## config.mk

```make
export PLATFORM = sky130hd
export DESIGN_NAME = spi_rd_master
export DESIGN_NICKNAME = d
export VERILOG_FILES = /design/src/rtl/spi_rd_pkg.sv /design/src/rtl/spi_clk_phase.sv /design/src/rtl/spi_rd_master.sv
export SDC_FILE = /design/constraint.sdc
export NUM_CORES = 1
export LEC_CHECK = 0
export CAP_MARGIN = 30
export CORE_ASPECT_RATIO = 0.7
export CORE_UTILIZATION = 54
export CTS_CLUSTER_DIAMETER = 100
export CTS_CLUSTER_SIZE = 10
export DETAILED_ROUTE_END_ITERATION = 10
export HOLD_SLACK_MARGIN = 0.06
export PLACE_DENSITY = 0.79
export SETUP_SLACK_MARGIN = 0.05
export SLEW_MARGIN = 5
export SYNTH_ARGS = -nofsm -noshare
export SYNTH_HDL_FRONTEND = slang
export SYNTH_SLANG_ARGS = --single-unit
```

## constraint.sdc

```tcl
create_clock -name clk -period 2.1 [get_ports clk]
set_input_delay 0.21 -clock clk [delete_from_list [all_inputs] [get_ports clk]]
set_output_delay 0.21 -clock clk [all_outputs]
set_load 0.005 [all_outputs]
```

## src/rtl/spi_rd_pkg.sv

```systemverilog
// Shared definitions for the SPI register-readback master.
package spi_rd_pkg;

    // Transaction phases of the read master
    typedef enum logic [1:0] {
        GUARD_WAIT,
        IDLE,
        SHIFT,
        HOLD
    } state_t;

    // Width of the register address sent ahead of every read
    localparam int ADR_W = 8;

    // Level an unaddressed slave leaves on miso
    localparam logic MISO_IDLE = 1'b1;

endpackage

```

## src/rtl/spi_clk_phase.sv

```systemverilog
// Half-period timer for the SPI clock. While run is high it alternates a low
// and a high phase of CLK_DIV cycles each, starting with the low phase.
// rise_tick marks the last cycle of a low phase (sclk rises on the next edge),
// fall_tick marks the last cycle of a high phase (sclk falls on the next edge).
module spi_clk_phase #(
    parameter int CLK_DIV = 4
) (
    input  logic clk,
    input  logic rst,
    input  logic run,
    output logic rise_tick,
    output logic fall_tick
);

    localparam int CW = $clog2(CLK_DIV);
    localparam logic [CW-1:0] LAST = CW'(CLK_DIV - 1);

    logic [CW-1:0] cnt;
    logic          high_phase;
    logic          at_last;

    assign at_last   = (cnt == LAST);
    assign rise_tick = run && !high_phase && at_last;
    assign fall_tick = run &&  high_phase && at_last;

    // Count cycles within a half period; parked at the start of a low phase when idle
    always_ff @(posedge clk) begin
        if (rst || !run) begin
            cnt        <= '0;
            high_phase <= 1'b0;
        end else if (at_last) begin
            cnt        <= '0;
            high_phase <= !high_phase;
        end else begin
            cnt        <= cnt + 1'b1;
        end
    end

endmodule

```

## src/rtl/spi_rd_master.sv

```systemverilog
// SPI read master: sends an 8-bit register address MSB-first, then clocks in
// an NBIT-bit word MSB-first and presents it on data_out with a done pulse.
// Every output is a register; the output-decode process only computes the
// value each register takes on the next edge.
module spi_rd_master
    import spi_rd_pkg::*;
#(
    parameter int NBIT    = 8,
    parameter int CLK_DIV = 4,
    parameter int GUARD   = 8
) (
    input  logic             clk,
    input  logic             rst,
    input  logic             start,
    input  logic [ADR_W-1:0] adr,
    output logic             busy,
    output logic             done,
    output logic [NBIT-1:0]  data_out,
    output logic             sclk,
    output logic             mosi,
    input  logic             miso,
    output logic             cs
);

    localparam int BW = $clog2(ADR_W + NBIT + 1);
    localparam int GW = (GUARD > 0) ? $clog2(GUARD + 1) : 1;
    localparam logic [BW-1:0] LAST_BIT   = BW'(ADR_W + NBIT - 1);
    localparam logic [BW-1:0] FIRST_DATA = BW'(ADR_W);
    localparam logic [GW-1:0] GUARD_END  = GW'(GUARD);

    state_t state;
    state_t next_state;

    logic             rise_tick;
    logic             fall_tick;
    logic             run;
    logic             last_bit;
    logic             guard_over;
    logic             accept;
    logic [GW-1:0]    guard_cnt;
    logic [BW-1:0]    bit_cnt;
    logic [ADR_W-1:0] tx_sr;
    logic [NBIT-1:0]  rx_sr;

    logic cs_nxt;
    logic sclk_nxt;
    logic mosi_nxt;
    logic busy_nxt;
    logic done_nxt;

    // The HOLD phase reuses the low-phase timing, so the timer runs there too
    assign run        = (state == SHIFT) || (state == HOLD);
    assign last_bit   = (bit_cnt == LAST_BIT);
    assign guard_over = (guard_cnt == GUARD_END);
    assign accept     = (state == IDLE) && start;

    spi_clk_phase #(
        .CLK_DIV(CLK_DIV)
    ) u_clk_phase (
        .clk      (clk),
        .rst      (rst),
        .run      (run),
        .rise_tick(rise_tick),
        .fall_tick(fall_tick)
    );

    // State register; reset always lands in the guard interval
    always_ff @(posedge clk) begin
        if (rst) begin
            state <= GUARD_WAIT;
        end else begin
            state <= next_state;
        end
    end

    // Next-state decode
    always_comb begin
        next_state = state;
        case (state)
            GUARD_WAIT: if (guard_over) next_state = IDLE;
            IDLE:       if (start) next_state = SHIFT;
            SHIFT:      if (fall_tick && last_bit) next_state = HOLD;
            HOLD:       if (rise_tick) next_state = GUARD_WAIT;
            default:    next_state = GUARD_WAIT;
        endcase
    end

    // Output decode: next values of the registered SPI pins and handshake
    always_comb begin
        cs_nxt   = cs;
        sclk_nxt = sclk;
        mosi_nxt = mosi;
        busy_nxt = busy;
        done_nxt = 1'b0;
        case (state)
            GUARD_WAIT: begin
                cs_nxt   = 1'b1;
                sclk_nxt = 1'b0;
                mosi_nxt = 1'b0;
                busy_nxt = 1'b0;
            end
            IDLE: begin
                if (start) begin
                    cs_nxt   = 1'b0;
                    sclk_nxt = 1'b0;
                    busy_nxt = 1'b1;
                    mosi_nxt = adr[ADR_W-1];
                end
            end
            SHIFT: begin
                if (rise_tick) begin
                    sclk_nxt = 1'b1;
                end
                if (fall_tick) begin
                    sclk_nxt = 1'b0;
                    mosi_nxt = tx_sr[ADR_W-2];
                end
            end
            HOLD: begin
                if (rise_tick) begin
                    cs_nxt   = 1'b1;
                    busy_nxt = 1'b0;
                    done_nxt = 1'b1;
                end
            end
            default: begin
                cs_nxt   = 1'b1;
                sclk_nxt = 1'b0;
                mosi_nxt = 1'b0;
                busy_nxt = 1'b0;
            end
        endcase
    end

    // Output registers and datapath; the transmit register shifts in zeros so
    // mosi falls to 0 by itself once the address byte is out
    always_ff @(posedge clk) begin
        if (rst) begin
            cs        <= 1'b1;
            sclk      <= 1'b0;
            mosi      <= 1'b0;
            busy      <= 1'b0;
            done      <= 1'b0;
            data_out  <= '0;
            guard_cnt <= '0;
            bit_cnt   <= '0;
            tx_sr     <= '0;
            rx_sr     <= '0;
        end else begin
            cs   <= cs_nxt;
            sclk <= sclk_nxt;
            mosi <= mosi_nxt;
            busy <= busy_nxt;
            done <= done_nxt;

            if (state == GUARD_WAIT) begin
                guard_cnt <= guard_cnt + 1'b1;
            end else begin
                guard_cnt <= '0;
            end

            if (accept) begin
                tx_sr   <= adr;
                bit_cnt <= '0;
            end else if (state == SHIFT && fall_tick) begin
                tx_sr   <= {tx_sr[ADR_W-2:0], 1'b0};
                bit_cnt <= bit_cnt + 1'b1;
            end

            if (state == SHIFT && rise_tick && bit_cnt >= FIRST_DATA) begin
                rx_sr <= {rx_sr[NBIT-2:0], miso};
            end

            if (state == HOLD && rise_tick) begin
                data_out <= rx_sr;
            end
        end
    end

endmodule

```

==> results of run 1 <==
[state kept, by name, summed over array words and instances (netlist names)]
signal,flops
bit_cnt,5
busy,1
cs,1
data_out,8
done,1
guard_cnt,4
mosi,1
rx_sr,8
sclk,1
state,2
tx_sr,7
u_clk_phase.cnt,2
u_clk_phase.high_phase,1
[layer usage]
metal | part of all wire | global-route usage
met1 | 0.48 | 0.2962
met2 | 0.46 | 0.3676
met3 | 0.042 | 0.05917
met4 | 0.021 | 0.1242
met5 | 0 | 0
[Yosys cell counts, drive strengths merged, types with 4 or more instances]
| cell | count |
|---|---|
| mux2i | 11 |
| clkbuf | 5 |
| nor2 | 27 |
| nand2b | 4 |
| inv | 9 |
| a311oi | 6 |
| nand2 | 28 |
| ha | 11 |
| dfxtp | 42 |
| a21oi | 14 |
| buf | 7 |
| nand3 | 14 |
[metrics by stage]
stage	instances	setup slack, ps	total power (W)	hold WS, ps
4_1_cts	276	340.9	0.001681	439.9
3_5_place_dp	269	398.9	0.001040	421.7
2_1_floorplan	206	631.1	0.0009758	357.2
6_report	276	349.7	0.001665	435.5
3_3_place_gp	269	474.3	0.001026	410.8
5_1_grt	276	226.2	0.001736	462.8
[power breakdown]
group / internal (W) / switching, W
clock network: 0.000380 / 0.000263
registers: 0.000828 / 0.0000233
logic: 0.0000821 / 0.0000887
[critical path, delay by kind of cell (launching register included)]
family / cells / cell delay, ps
AO/OA/AOI/OAI: 1 / 470
adder cells (fa/ha/maj): 1 / 370
buffers and inverters: 1 / 130
flip-flops: 1 / 340
multiplexers: 1 / 260
AND/OR/NAND/NOR: 1 / 60
[area by class of cell]
type,instances,area [um^2]
timing repair buffer,28,270.3
clock buffer,6,82.58
multi-input combinational,143,915.9
inverter,9,33.78
clock inverter,1,30.03
tap,47,58.81
fill,228,979.7
sequential,42,840.8
[path summary, 6_finish.rpt]
kind                                            to  cells after the start               start  slack [ps]
worst max-delay path                      rx_sr[5]                      5            state[0]         350
worst min-delay path            u_clk_phase.cnt[0]                      1  u_clk_phase.cnt[0]         440
worst max register to register            rx_sr[5]                      5            state[0]         350
worst min register to register  u_clk_phase.cnt[0]                      1  u_clk_phase.cnt[0]         440
[cells by family (layout without fill, tap and decap cells)]
group                    count (synthesis)  after routing
AO/OA/AOI/OAI                           30             30
XOR/XNOR                                 5              5
adder cells (fa/ha/maj)                 11             11
buffers and inverters                   21             44
flip-flops                              42             42
multiplexers                            11             11
AND/OR/NAND/NOR                         86             86
==> results.ini, run 1 <==
[die]
core_area_um2 = 3212
die_height_um = 51.20
rows = 17
die_area_um2 = 3700
io_pins = 25
die_w_um = 72.28
start_util = 0.5812

[global_routing]
antenna_found_initial = 0
grt_max_degree = 17
grt_pass1_wl_um = 6361
grt_pass1_vias = 1414
gr-total-overflow = 0
gr-usage-all-layers = 0.2335

[routing]
remaining_drc_errors = 0
postRouteAntennaNets = 0
vias = 1486
first_iter_violations = 99
drt_first_pass_iters = 4
wirelength_um = 3637
viasPerCell = 5.384
wire_per_inst_um = 13.18

[yosys]
ys_ff_latch = 42
yosys-top-cells-area = dfxtp_1 (45%), ha_1 (7.4%), mux2i_1 (5.9%)
synthMuxAreaShare = 0.05898
synth_top_family_by_area = simple AND/OR/NAND/NOR gates
synth_compound_area_frac = 0.1126
synth_fa_ha_area_frac = 0.07373
yosys.area_share.xor_xnor = 0.02346
synth_area_leader_cell = dfxtp_1
ys_seq_area_frac = 0.4504
synth_cell_types = 35
synth_edf_count = 0
syn-instance-count = 206
yosys.area_share.simple = 0.2218
yosysWarnings = 0
syn_area_um2 = 1867
async_reset_ff_frac = 0
ys.flop_type = dfxtp_1
synth.top_cell.area_share = 0.4504
avgSynthCellArea_um2 = 9.062
synth_nets = 229

[clocking]
cts_tree = built
cts_setup_buffers = 0
clock-sinks = 42
clk_pin_slew_worst_paths_ps = 80
cts-root-buf = clkbuf_8
insertion_delay_ps = 290
cts_buffers = 5
htree_levels = 2
ctsResizeCount = 0
cts_buffer_depth = 2
hold_buffers = 0

[layout]
nets = 252
antennaDiodeCount = 0
final_common_cell = dfxtp_1
area_growth_pct = 19.57
final_cell_mix = dfxtp_1 (42), nand2_1 (27), nor2_1 (27), clkdlybuf4s50_1 (24)
drive_above_1_share = 0.07424
fin_util = 0.6950
fin_area_um2 = 2232

[sta]
slew_headroom = 0.6708
hold_violations = 0
period_share = 0.8335
tns_ps = 0
maxSlewViolCount = 0
worst_pin_slew_ps = 492.3
setup_viol = 0
rsz0062_at_grt = false
period_needed_ps = 1750
clock_skew_ps = 4.475
timing.fmax_mhz = 571.3

[setup_path]
cp_max_fo = 10
worst-setup-path-type = reg2reg
crit_required_ps = 2270
crit_chain = inv_1 -> ha_1 -> o211a_1 -> mux2i_1 -> nor2_1
arrival_ps = 1920
slowest_delay_ps = 470
crit_path_end_kind = flop
cp_slowest_cell = o211a_1
start_kind = flop

[placed_design]
gp_congestion = 0.8854
dpl_cell_area_um2 = 2120
io_buffers = 24
hpwlAfterDp_um = 2666

[pwr]
p_leak_nw = 0.8388
ir_drop_uv = 527.3
power.density_nw_per_um2 = 745.9

[worst_hold_path]
hold_class = reg2reg

[job]
drv_cap = 0

[run_status]
status = finished clean

No activity file was read; power rests on OpenSTA's default activity.
==> inputs of run 2 (changes only) <==
CORE_UTILIZATION = 48   (was 54)
PLACE_DENSITY = 0.74   (was 0.79)
clock period = 1.5 ns   (was 2.1 ns; I/O delays follow)
==> run 2 against run 1 <==
Power is 35% higher. Sequential power is 40% higher. Non-clock buffer count is 17 higher. Flip-flop and latch count stayed put. Worst setup slack worse by 260 ps. Clock power is 18% higher. Register-to-register slack worse by 260 ps. Global-route usage is 3.6 points lower. Via count is 1.1% higher. Fmax is 24% higher. Critical path type unchanged. Critical endpoint is now state[0].
==> results.ini, run 2 (same netlist as run 1, synthesis figures left out) <==
[run_status]
status = finished clean

[die]
rows = 18
core_area_um2 = 3626
start_util = 0.5148
die_w_um = 76.54
io_pins = 25
die_area_um2 = 4147
die_height_um = 54.18

[job]
drv_cap = 0

[pwr]
total_power_w = 0.002252
p_leak_nw = 0.9149
ir_drop_uv = 609.4
power.density_nw_per_um2 = 896.8

[clocking]
hold_buffers = 0
cts_buffers = 5
clock-sinks = 42
clk_pin_slew_worst_paths_ps = 80
htree_levels = 2
cts-root-buf = clkbuf_8
cts_tree = built
insertion_delay_ps = 300
cts_buffer_depth = 2

[placed_design]
gp_congestion = 0.7421
hpwlAfterDp_um = 2500
io_buffers = 24
placed_cells_incl_taps = 285

[sta]
setup_viol = 0
hold_violations = 0
period_share = 0.9429
tns_ps = 0
worst_pin_slew_ps = 322.4
slew_headroom = 0.7844
rsz0062_at_grt = true
clock_skew_ps = 9.734
timing.fmax_mhz = 707.1
period_needed_ps = 1414
maxSlewViolCount = 0
hold_ws_ps = 416.9

[worst_hold_path]
hold_start = adr[0]
hold_class = in2reg
holdPathStages = 3
holdPathEnd = tx_sr[0]

[layout]
multi_input_area_um2 = 1047
fin_util = 0.6925
final_common_cell = dfxtp_1
antennaDiodeCount = 0
nFillCells = 276
regArea_um2 = 850.8
final_cell_mix = dfxtp_1 (36), nor2_1 (27), nand2_1 (26), clkdlybuf4s50_1 (24), buf_4 (19)
nets = 269
area_growth_pct = 34.52
drive_above_1_share = 0.2389
reg_top3 = data_out (8), rx_sr (8), tx_sr (7)
instances_no_fill = 297

[setup_path]
rr_endpoint = state[0]
crit_required_ps = 1690
reg2reg_depth = 7
crit_path_end_kind = flop
start_kind = flop
arrival_ps = 1610
r2r_slack_ps = 90
timing.rr.start = bit_cnt[0]
cp_max_fo = 2
worst-setup-path-type = reg2reg

[routing]
wirelength_um = 3769
vias = 1502
wire_per_inst_um = 12.69
first_iter_violations = 43
remaining_drc_errors = 0
viasPerCell = 5.057
drt_first_pass_iters = 4
postRouteAntennaNets = 0

[global_routing]
gr-total-overflow = 0
grt_pass1_wl_um = 6161
grt_max_degree = 16
grt_pass1_vias = 1408
gr-usage-all-layers = 0.1972
antenna_found_initial = 0

## run 2: cell types whose count changed in the layout (fill, tap and decap cells not counted), sizes merged
cell	delta
buf	+17
bufinv	-1
clkbuf	-1
clkinv	+1
clkinvlp	+1
inv	+1
## run 2: how the worst max path moves through the flow
stage / to / startpoint / slack, ps / depth (start not counted)
finish: state[0] / bit_cnt[0] / 90 / 7
global route: cs / state[1] / 30 / 6
CTS: rx_sr[4] / u_clk_phase.cnt[0] / 50 / 6
detailed placement: cs / start / -20 / 5
global placement: state[1] / start / -10 / 5
floorplan: state[0] / bit_cnt[0] / 80 / 7
## run 2: critical path, stage by stage (launching register included)
cell and delay, ps:
dfxtp_2 340, ha_4 150, and3_1 170, ha_2 180
nand3_2 70, nand2_2 70, and3_4 170, o21a_1 160
## run 2: report_power, final
| part | switching, W | internal (W) |
|---|---|---|
| Combinational | 0.000142 | 0.000157 |
| Sequential | 0.0000332 | 0.00116 |
| Clock | 0.000422 | 0.000336 |
## run 2: per-layer routing
| metal | track usage | up-vias | wire (um) |
|---|---|---|---|
| met5 | 0 | - | 0 |
| met4 | 0.09936 | 0 | 66 |
| met3 | 0.04576 | 7 | 149 |
| met2 | 0.3213 | 29 | 1669 |
| met1 | 0.2515 | 692 | 1884 |
| li1 | - | 774 | - |
## run 2: per-stage QoR
step	area, um^2	worst slack (ps)
4_1_cts	2382	54.02
5_1_grt	2511	29.88
6_report	2511	85.72
3_5_place_dp	2253	-20.36
3_3_place_gp	2253	-10.11
2_1_floorplan	1874	82.66
## run 2: final cells by class
cell class	count	area share
clock buffers	5	0.02740
repair buffers	45	0.1684
inverters	9	0.01345
well taps	50	0.02491
flip-flops and latches	42	0.3388
clock inverters	3	0.009965
multi-input cells	143	0.4170
## run 2: what timing repair did
action | 4_1_cts | 5_1_grt
resized for setup | 10 | 20
pin swaps | 1 | 7
cloned | 0 | 0
setup endpoints to repair | 15 | 23
setup buffers | 0 | 4
==> RTL edit, RTL diff (config.mk and constraints of run 2) <==
Make the reset (`rst`) asynchronous in 2 clocked blocks.
--- a/src/rtl/spi_rd_master.sv
+++ b/src/rtl/spi_rd_master.sv
@@ -65,7 +65,7 @@
     );
 
     // State register; reset always lands in the guard interval
-    always_ff @(posedge clk) begin
+    always_ff @(posedge clk or posedge rst) begin
         if (rst) begin
             state <= GUARD_WAIT;
         end else begin
@@ -134,7 +134,7 @@
 
     // Output registers and datapath; the transmit register shifts in zeros so
     // mosi falls to 0 by itself once the address byte is out
-    always_ff @(posedge clk) begin
+    always_ff @(posedge clk or posedge rst) begin
         if (rst) begin
             cs        <= 1'b1;
             sclk      <= 1'b0;
Formal check against the unedited RTL: no difference found for any inputs over 10 cycles, from zero or initial values and one cycle with rst high; that may be too few to reach the edited logic, so the function may still have changed.
==> RTL edit against run 2 <==
The run now ends with setup timing left; die area increased by 4.3%; fmax decreased by 15%; first-iteration DRC count is 53% higher; area after synthesis increased by 4.4%; global-route usage up 0.69 points; wire length grew 15%; setup slack got worse by 0.24 ns; final area is 7.7% higher; sequential cell count unchanged.
Power is not compared: it rests on default switching activity, and its combinational part moved more than twofold at a synthesized area within 25%.
==> RTL edit: results (changes against run 2) <==
Synthesis
The share of async-settable or async-resettable flops after synthesis was 92.86% (+93 points). The commonest cells after synthesis are dfrtp_1 (38), nand2_1 (13), ha_1 (11). The synthesized area per cell is 12.34 um^2 (+36%). The post-synth net total came to 181 (-21%). Sorting the synthesized cells by area gives the leading types as dfrtp_1 (49%), ha_1 (7.1%), mux2_4 (6.9%). The flip-flop cell with the highest count after synthesis is dfrtp_1. The number of different library cells in the post-synthesis netlist is 40 (+14%). The post-synthesis sequential area ratio is 53.21% (+8.2 points).

Finish
The fill cell instance count of the final layout is 243 (-12%). The filler-free cell count of the finished design was 259 (-13%). The share of post-route cells with drive strength above 1 was 38.28% (+14 points). The diode insertion count for antenna repair was 0 (unchanged). The net total in the final layout is 231 (-14%).

Global route
The overall track demand over capacity in global routing was 20.41% (+0.69 points). The maximum number of pins on one net before global-route repair is 40 (+24). The wire length of the first global-routing pass is 6727 um (+9.2%).

The initial antenna violation count is 0 (unchanged). The via count of the first global-routing pass is 1,374 (-2.4%).

Clock tree
The clock transition at the registers of the reported paths is 0.08 ns (about the same). The maximum number of buffers from clock root to sink came to 2 (unchanged). The cell chosen for the clock root is clkbuf_8.

The H-tree depth reported by CTS is 2 (unchanged). The TritonCTS buffer count is 5 (unchanged).

Status
The run finished, with violations left. The final reports fail on setup timing.

Detailed routing
The number of vias per cell after detailed routing was 5.216 (+3.1%). The routed wire length came to 4338 um (+15%). The number of DRC markers after the initial detailed-route iteration is 66 (+53%). The length of the first detailed-routing pass in iterations is 4 (unchanged). The residual DRC count is 0 (unchanged).

Place
The count of buffers from port buffering is 24 (unchanged). The estimated wirelength of the detail-placed design is 2678 um (+7.1%). The routability congestion estimate from global placement is 0.8745 (+18%). The instance area after placement is 2372 um^2 (+5.3%). The cell count after placement is 242 (-15%).

STA
The total negative slack for setup checks is -0.5033 ns (-0.5033 ns). The final cycle utilization of the critical path came to 110.5% (+16 points). The worst setup slack after layout was -0.1574 ns (-0.2431 ns). The number of setup violations in the final report is 11 (+11). The slew at the pin closest to its max-slew limit was 0.4760 ns (+0.1536 ns). The final setup skew came to 0.004385 ns (-0.005349 ns).

Critical path
The top fanout value on the critical path is 5 (+3). The data arrival time at the worst-slack endpoint was 1.83 ns (+0.22 ns). The critical path's slowest cell is dfrtp_2. The startpoint of the most critical register-to-register path is state[1]$_DFFE_PP0P_. The category of the worst setup path launch point is a flop. The delay contributed by the slowest stage of the critical path came to 0.46 ns (+0.12 ns).

Min path
In this run the worst hold path is classified as input pin to async pin.

Pwr
IR analysis of the VDD net gives a maximum drop of 0.001012 V.
## RTL edit: where the power goes
group          leakage [uW]  internal, uW  total, uW  switching, uW
clock network     0.0000579           490        865            375
registers          0.000546          1360       1540            180
logic              0.000685           906       1660            755
## RTL edit: cells by family after synthesis
kind of cell,share of synthesized area [%]
fa+ha+maj,7.060
mux,15.73
simple gates,10.53
xor+xnor,2.247
flops,53.21
compound gates,7.510
buf+inv,3.723
## RTL edit: final timing paths
kind | slack [ns] | depth (start not counted) | endpoint
setup / recovery | -0.16 | 6 | state[1]$_DFFE_PP0P_
hold / removal | 0.36 | 3 | guard_cnt[1]$_DFF_PP0_
setup reg to reg | -0.16 | 6 | state[1]$_DFFE_PP0P_
hold reg to reg | 0.46 | 1 | u_clk_phase.cnt[0]$_SDFF_PP0_
max in group asynchronous | 0.77 | 3 | state[0]$_DFFE_PP0P_
min in group clk | 0.40 | 3 | tx_sr[4]$_DFFE_PP0P_
## RTL edit: per-stage QoR
stage | setup WS, ns | util (%) | hold WS [ns]
after CTS | -0.06831 | 69.72 | 0.3807
final | -0.1574 | 73.20 | 0.3643
after global routing | -0.1825 | 73.20 | 0.3970
after global placement | -0.05351 | 64.23 | 0.4189
after detailed placement | -0.1494 | 64.23 | 0.4441
after floorplan | 0.01359 | - | 0.1251
## RTL edit: routing by layer
layer / GRT usage, % / vias up / share of wire, %
li1: - / 636 / -
met1: 26.21 / 671 / 45
met2: 33.58 / 33 / 49
met3: 4.793 / 11 / 3.7
met4: 7.672 / 0 / 2.4
met5: 0 / - / 0
## RTL edit: cell type report
cell class	instances	area, um^2	share of cell area, %
clock buffers	5	68.82	2.545
clock inverters	3	40.04	1.481
inverters	9	42.54	1.573
multi-input cells	101	988.4	36.56
flip-flops and latches	42	1044	38.59
well taps	50	62.56	2.314
repair buffers	49	457.9	16.94
## RTL edit: repair_timing
action / in CTS / in global routing
setup buffers: 6 / 3
pin swaps: 2 / 12
resized for setup: 14 / 35
setup endpoints to repair: 36 / 37
## RTL edit: worst max-delay path, delay by kind of cell (launching register included)
kind / cells / cell delay, ns
compound gates: 1 / 0.27
fa+ha+maj: 1 / 0.16
buf+inv: 1 / 0.07
simple gates: 2 / 0.27
flops: 1 / 0.46
mux: 1 / 0.32
